===== config.mk =====
export PLATFORM = sky130hd
export DESIGN_NAME = ev_cmd_sequencer
export DESIGN_NICKNAME = d
export VERILOG_FILES = /design/src/rtl/ev_cmd_sequencer.sv
export SDC_FILE = /design/constraint.sdc
export NUM_CORES = 1
export LEC_CHECK = 0
export CELL_PAD_IN_SITES_DETAIL_PLACEMENT = 1
export CELL_PAD_IN_SITES_GLOBAL_PLACEMENT = 2
export CORE_ASPECT_RATIO = 1.5
export CORE_MARGIN = 5
export CORE_UTILIZATION = 29
export CTS_BUF_LIST = sky130_fd_sc_hd__clkbuf_4 sky130_fd_sc_hd__clkbuf_8
export DETAILED_ROUTE_END_ITERATION = 16
export GPL_TIMING_DRIVEN = 1
export PLACE_DENSITY_LB_ADDON = 0.1
export SLEW_MARGIN = 20
export SYNTH_ARGS = -nofsm -noshare
export SYNTH_HDL_FRONTEND = slang
export SYNTH_SLANG_ARGS = --single-unit

===== constraint.sdc =====
create_clock -name clk -period 2.9 [get_ports clk]
set_input_delay 0.29 -clock clk [delete_from_list [all_inputs] [get_ports clk]]
set_output_delay 0.29 -clock clk [all_outputs]
set_load 0.01 [all_outputs]

===== src/rtl/ev_cmd_sequencer.sv =====
// Command sequencer for the EV motor controller: drives controller pins for one
// op, waits SETTLE_CYCLES, then captures status/speed into a response.
// Optional build macro SPEED_CHECK_EN adds a motor-speed plausibility check for op 100.
module ev_cmd_sequencer #(
  parameter int SETTLE_CYCLES = 4
) (
  input  logic       clk,
  input  logic       rst_n,
  input  logic       cmd_valid,
  output logic       cmd_ready,
  input  logic [2:0] cmd_op,
  input  logic [7:0] cmd_data,
  input  logic       cmd_power,
  output logic [7:0] ctl_ui,
  output logic [7:0] ctl_uio,
  input  logic [7:0] status_in,
  input  logic [7:0] speed_in,
  output logic       rsp_valid,
  input  logic       rsp_ready,
  output logic [7:0] rsp_status,
  output logic [7:0] rsp_speed,
  output logic       rsp_err
);

  // Out-of-range settle values are clamped so the counter load is always 1..255.
  localparam logic [7:0] SETTLE_LD =
    (SETTLE_CYCLES < 1)   ? 8'd1   :
    (SETTLE_CYCLES > 255) ? 8'd255 : 8'(SETTLE_CYCLES);

  typedef enum logic [1:0] {IDLE, DRIVE, RESP} state_t;

  state_t     state, state_nx;
  logic [7:0] cnt, cnt_nx;
  logic       pwr_q, pwr_nx;
  logic       alive;
  logic [7:0] ui_nx, uio_nx;
  logic       rsp_valid_nx, rsp_err_nx;
  logic [7:0] rsp_status_nx, rsp_speed_nx;
  logic       spd_bad;

  assign cmd_ready = alive && (state == IDLE);

`ifdef SPEED_CHECK_EN
  // Pins still hold the op and accel/brake operands on the capture edge.
  logic [3:0] accel, brake;
  logic [7:0] spd_exp;
  always_comb begin
    accel   = ctl_uio[7:4];
    brake   = ctl_uio[3:0];
    spd_exp = (accel > brake) ? {4'(accel - brake), 4'b0000} : 8'h00;
    spd_bad = (ctl_ui[2:0] == 3'b100) && !status_in[5] && (speed_in != spd_exp);
  end
`else
  assign spd_bad = 1'b0;
`endif

  always_comb begin
    state_nx      = state;
    cnt_nx        = cnt;
    pwr_nx        = pwr_q;
    ui_nx         = ctl_ui;
    uio_nx        = ctl_uio;
    rsp_valid_nx  = rsp_valid;
    rsp_status_nx = rsp_status;
    rsp_speed_nx  = rsp_speed;
    rsp_err_nx    = rsp_err;
    case (state)
      IDLE: begin
        if (cmd_valid && cmd_ready) begin
          pwr_nx      = cmd_power;
          cnt_nx      = SETTLE_LD;
          ui_nx       = 8'h00;
          ui_nx[2:0]  = cmd_op;
          ui_nx[3]    = cmd_power;
          ui_nx[6]    = (cmd_op == 3'b001) && cmd_data[0];
          uio_nx      = 8'h00;
          case (cmd_op)
            3'b010:  uio_nx[0] = cmd_data[0];
            3'b011:  uio_nx[2] = cmd_data[0];
            3'b100:  uio_nx    = cmd_data;
            default: uio_nx    = 8'h00;
          endcase
          state_nx    = DRIVE;
        end
      end
      DRIVE: begin
        if (cnt <= 8'd1) begin
          rsp_status_nx = status_in;
          rsp_speed_nx  = speed_in;
          rsp_err_nx    = (status_in[0] != pwr_q) || spd_bad;
          rsp_valid_nx  = 1'b1;
          ui_nx         = {4'b0000, pwr_q, 3'b000};
          uio_nx        = 8'h00;
          state_nx      = RESP;
        end else begin
          cnt_nx = cnt - 8'd1;
        end
      end
      RESP: begin
        if (rsp_ready) begin
          rsp_valid_nx = 1'b0;
          state_nx     = IDLE;
        end
      end
      default: state_nx = IDLE;
    endcase
  end

  always_ff @(posedge clk or negedge rst_n) begin
    if (!rst_n) begin
      state      <= IDLE;
      cnt        <= 8'h00;
      pwr_q      <= 1'b0;
      alive      <= 1'b0;
      ctl_ui     <= 8'h00;
      ctl_uio    <= 8'h00;
      rsp_valid  <= 1'b0;
      rsp_status <= 8'h00;
      rsp_speed  <= 8'h00;
      rsp_err    <= 1'b0;
    end else begin
      state      <= state_nx;
      cnt        <= cnt_nx;
      pwr_q      <= pwr_nx;
      alive      <= 1'b1;
      ctl_ui     <= ui_nx;
      ctl_uio    <= uio_nx;
      rsp_valid  <= rsp_valid_nx;
      rsp_status <= rsp_status_nx;
      rsp_speed  <= rsp_speed_nx;
      rsp_err    <= rsp_err_nx;
    end
  end

endmodule

Yosys cells after proc, flatten, opt, wreduce, memory -nomap -nowiden
Cells that the tools add are included.

Memories kept: 0. Flip-flop bits (word level): 46. Latch bits: 0. Bits in read-only memories: 0. Output and inout bits: 35. Memory bits (writable): 0.

Equal/unequal tests: 11. Div/mod/pow operators: 0. Magnitude comparators: 1. Shift operators: 0. Multipliers: 0. Mux-type cells: 20. Add/subtract/negate cells: 1. Reduce and logical (&&, ||, !) cells: 13. Bitwise gates (word level): 0.

Operators by type and width (count): $mux W8 (6); $pmux W8 S2 (3); $reduce_and A3 Y1 (4); $le A8 B1 Y1 const B (1); $sub A8 B1 Y8 const B (1); $eq A3 B2 Y1 const B (2); $mux W2 (3); $ne A2 B2 Y1 const B (3); $pmux W2 S3 (1); $mux W5 (1); $mux W1 (4); $pmux W1 S2 (2); $reduce_and A2 Y1 (2); $reduce_bool A2 Y1 (2); $eq A3 B1 Y1 const B (1); $eq A3 B3 Y1 const B (1); $logic_and A1 B1 Y1 (3); $eq A2 B1 Y1 const B (1); $eq A2 B2 Y1 const B (1); $logic_not A2 Y1 (1); $ne A2 B1 Y1 const B (1); $reduce_or A2 Y1 (1); $ne A1 B1 Y1 (1).

Depth between registers and ports, before layout
Depth after elaboration: 5. Mapped depth: 8. Depth with buffers taken out: 6.

Worst setup path before layout
Ideal clock, no wire load.

Path kind: register to register. Start point: register cnt[5]. End point: register ctl_ui[2]. Library setup time: 0.121 ns. Slack: 0.809 ns. Cell stages (with the launch flop): 8. Data arrival time: 1.970 ns. Data required time: 2.779 ns. Cells stage by stage: dfrtp_1 or3_1 buf_2 or4b_1 buf_2 and2_4 buf_6 a22o_1.

Word-level cells in the longest chain between the ends: 3.

RTL lines: start, declared (line 33) `logic [7:0] cnt, cnt_nx;`; start signal, assigned (line 123) `cnt <= cnt_nx;`; $le A8 B1 Y1 (line 87) `if (cnt <= 8'd1) begin`; $ne A2 B2 Y1 (no source line); $reduce_and A3 Y1 (no source line); end signal, assigned (line 126) `ctl_ui <= ui_nx;`; end, declared (line 14) `output logic [7:0] ctl_ui,`.

No other way between the ends. A chain may end at the register's enable or synchronous reset.

Worst setup path after layout
Start point: register cnt[2]. End point: register rsp_status[5].

Word-level cells in the longest chain between the ends: 2.

RTL lines: $le A8 B1 Y1 (line 87); $reduce_and A2 Y1 (no source line); end signal, assigned (line 129) `rsp_status <= rsp_status_nx;`; end, declared (line 20) `output logic [7:0] rsp_status,`.

No other way between the ends.

==> impl.org <==
** STA
- Setup repair after global routing missed its margin :: no
- Clock skew on the completed layout was measured at between 0.001 and 0.0015 ns.
- The worst path uses between 70% and 80% of the clock period.
- Setup violations remaining at the end of the flow were counted as 0.
- The hold violation total from the final report was 32.
- Number of pins exceeding their max-slew limit in the final report :: 0
- Post-route setup TNS :: 0 ns
- Normalized max-slew margin :: between 40% and 50%
- Maximum clock frequency :: between 400 and 500 MHz
- At the pin with the least slew margin, the transition time is approximately 0.80 ns.
- The tightest hold path in the finished design has a slack of -0.0208 ns.
- The clock period could shrink to approximately 2.3 ns.

** Clock network
- Clk_lat worst skew :: ~0.29 ns
- Post-cts resize count :: 0
- Clock-pin slew was measured on the worst setup and hold paths at ~0.08 ns.
- The clock drives 43 sinks.
- Clock Tree Buf Depth :: 2
- Buffers added to address setup during post-CTS repair amount to 0.
- Number of buffers created by CTS :: 5
- Cts-stage hold buffer count :: 0
- TritonCTS built the clock tree.
- The tree is rooted in a clkbuf_8.
- The H-tree was split into 2 levels.

** Yosys
- A synthesized cell averages roughly 11 sq um.
- Cell type with the largest total area after synthesis :: dfrtp_1
- In this run, synthesis inferred 0 flip-flops with an integrated enable.
- Synth cell types :: 37
- In the post-synthesis netlist, the biggest area contributors are dfrtp_1 (56%), mux2_1 (9.4%), nand2_1 (3.3%).
- FF+latch count, synth :: 43
- Fraction of synthesized cell area taken by the top area cell type :: 56.2%
- The most common cell in the synthesized netlist is dfrtp_1.
- Synthesis handed over a netlist of 167 instances.
- The most used flip-flop cell after synthesis is dfrtp_1.
- In this run the cell area of the synthesized design comes to about 1900 sq um.
- Count of synthesis-stage warnings from yosys :: 0
- Of all flip-flops after synthesis, the portion carrying an async set or reset was 100%.
- Most instantiated cells after synthesis :: dfrtp_1 (43), nand2_1 (17), mux2_1 (16)
- Fraction of the yosys area taken by sequential cells :: between 50 and 60%

** Placement
- Post-Place Cell Area :: between 2000 and 3000 sq um
- The wire-length estimate of the detail-placed layout is ~3800 um.
- At the end of routability-driven placement, the weighted congestion stood at about 0.73.
- Port buffering added 63 buffers.

** Drt
- DRC errors left :: 0
- Initial detailed-routing violation count :: 94
- The first TritonRoute pass finished after 4 iterations.
- For this block, the via count after detailed routing is approximately 1500.
- In the final routed layout, each cell accounts on average for between 15 and 20 um.
- Dividing the detail-routed via count by the number of cells gives 4.92.
- Antenna viol nets, final :: 0
- For this block, the routed nets add up to between 5000 and 6000 um of wire.

** Critical path
- Tracing the worst setup path back leads to its startpoint at cnt[2].
- Max incr delay on CP :: between 0.5 and 0.6 ns
- In this run the number of cells on the critical path is 4.
- Category of the worst setup path launch point :: flip-flop
- Critical-path cell with the highest stage delay :: or4b_1
- Cells on worst reg2reg path :: 4
- Type of element capturing the critical path :: flip-flop
- Type of the worst setup path :: reg2reg
- Launch instance of the worst register-to-register path :: cnt[2]
- At the worst endpoint, the required time is 3.08 ns.
- Along the worst path, the maximum fanout reaches 31.
- Series of cell instances along the critical path :: nor3_1 -> or4b_1 -> buf_4 -> mux2_1
- Data on the critical path arrives at its endpoint at ~2.4 ns.
- Together, buffers and inverters on the worst path number 1.
- Broken down by cell family, the worst path's largest delay share belongs to simple AND/OR/NAND/NOR gates.

** Finish
- The repair_antennas step left the layout with diodes totalling 0.
- With fillers left out, the area of the finished cells amounts to roughly 2700 sq um.
- For this run, the share of the core covered by cells in the final layout is a little over two fifths.
- # nets final :: 264
- The filler cells instantiated in the layout total 721.
- Compared with the post-synthesis result, the final layout area differs by 42.2%.
- Cells with a size suffix above 1 make up ~6.9% of the layout.

** Job
- The tool flagged a number of max-cap violations equal to 0.

** Global route
- Via count of the first global-routing pass :: approximately 1700
- Entering global routing, the biggest net connects 44 pins.
- Global routing consumed, over all layers together, 13.4% of the routing resources.
- Wire length of the first global-routing pass :: 9000 um
- Global routing finished with a remaining overflow of 0.
- The number of antenna violations at the first check in global routing was 0.

** Power
- Total power density per cell area :: about 1100 nW/um^2
- Leak pwr :: 1.15 nW
- Across the VDD grid, the largest voltage drop is approximately 320 uV.

** Hold path
- Path class of the lowest-slack min-delay path :: in2async

** Floorplanning
- The floorplan step defined a die boundary enclosing 8350 sq um.
- Number of placed I/O pins :: 67
- Rows :: 36
- DIE HEIGHT :: approximately 110 um
- Initial Util :: between 20% and 30%
- Core area :: between 6000 and 7000 sq um
- Measured along the x axis, the die boundary spans around 76 um.

** Outcome
- The checks that failed: negative hold slack.
- The flow ran to the end, but the final reports show violations.
[kinds of logic (layout without fill, tap and decap cells)]
kind of cell | count (synthesis) | after routing | synth area share [%]
flops | 43 | 43 | 56.2
other cells | 2 | 4 | 0.393
simple gates | 55 | 55 | 14.8
fa+ha+maj | 2 | 2 | 1.31
buf+inv | 15 | 77 | 4.84
mux | 19 | 19 | 11.0
xor+xnor | 5 | 5 | 2.29
compound gates | 26 | 26 | 9.09
[flip-flops by register name (all words and copies together) (netlist names)]
signal / cells
rsp_valid: 1
rsp_speed: 8
rsp_status: 8
state: 2
rsp_err: 1
ctl_ui: 5
cnt: 8
alive: 1
ctl_uio: 8
pwr_q: 1
[stage by stage]
stage / cells / total power, W / worst slack [ns]
floorplan: 169 / 0.00175 / 0.809
global placement: 299 / 0.00229 / 0.762
detailed placement: 299 / 0.00236 / 0.677
CTS: 307 / 0.00294 / 0.638
global route: 307 / 0.00310 / 0.576
finish: 307 / 0.00289 / 0.636
[cell usage in the layout, fill, tap and decap left out, types with 3 or more instances in the layout]
master,Yosys,routed
clkdlybuf4s50_1,0,62
dfrtp_1,43,43
nand2_1,17,17
mux2_1,16,16
nand3_1,12,12
o21ai_1,11,11
nor2_1,6,6
clkbuf_8,0,5
xor2_1,4,4
a21oi_1,4,4
conb_1,2,4
buf_4,3,4
inv_1,3,3
nand2b_1,3,3
mux2i_1,3,3
[path summary, 6_finish.rpt]
check / to / slack [ns]
max: rsp_status[5] / 0.64
min: rsp_speed[5] / -0.02
max reg2reg: rsp_status[5] / 0.64
min reg2reg: rsp_err / 0.50
max in group asynchronous: ctl_uio[0] / 2.53
min in group clk: rsp_err / 0.50
[routing by layer]
metal | vias to the layer above | part of all wire [%] | GRT usage [%]
li1 | 703 | - | -
met1 | 757 | 41 | 15.9
met2 | 45 | 53 | 23.6
met3 | 4 | 4.5 | 3.44
met4 | 0 | 0.97 | 4.25
met5 | - | 0 | 0
[power breakdown]
| group | internal, W | switching, W |
|---|---|---|
| Combinational | 0.000658 | 0.000610 |
| Sequential | 0.000860 | 0.000196 |
| Clock | 0.000354 | 0.000210 |
| Total | 0.00187 | 0.00102 |
[final cells by class]
type | count | area, sq um | share of cell area, %
clock buffer | 6 | 76.3 | 2.80
clock inverter | 2 | 60.1 | 2.21
sequential | 43 | 1080 | 39.5
tap | 76 | 95.1 | 3.49
multi-input combinational | 111 | 752 | 27.6
timing repair buffer | 66 | 651 | 23.9
inverter | 3 | 11.3 | 0.414
[worst reg2reg max path: cells and delay by family, from the launching register on]
family	cells	cell delay [ns]
buffers and inverters	1	0.28
DFF	1	0.47
muxes	1	0.37
and+or+nand+nor	2	1.04
No activity file was read; power rests on OpenSTA's default activity.
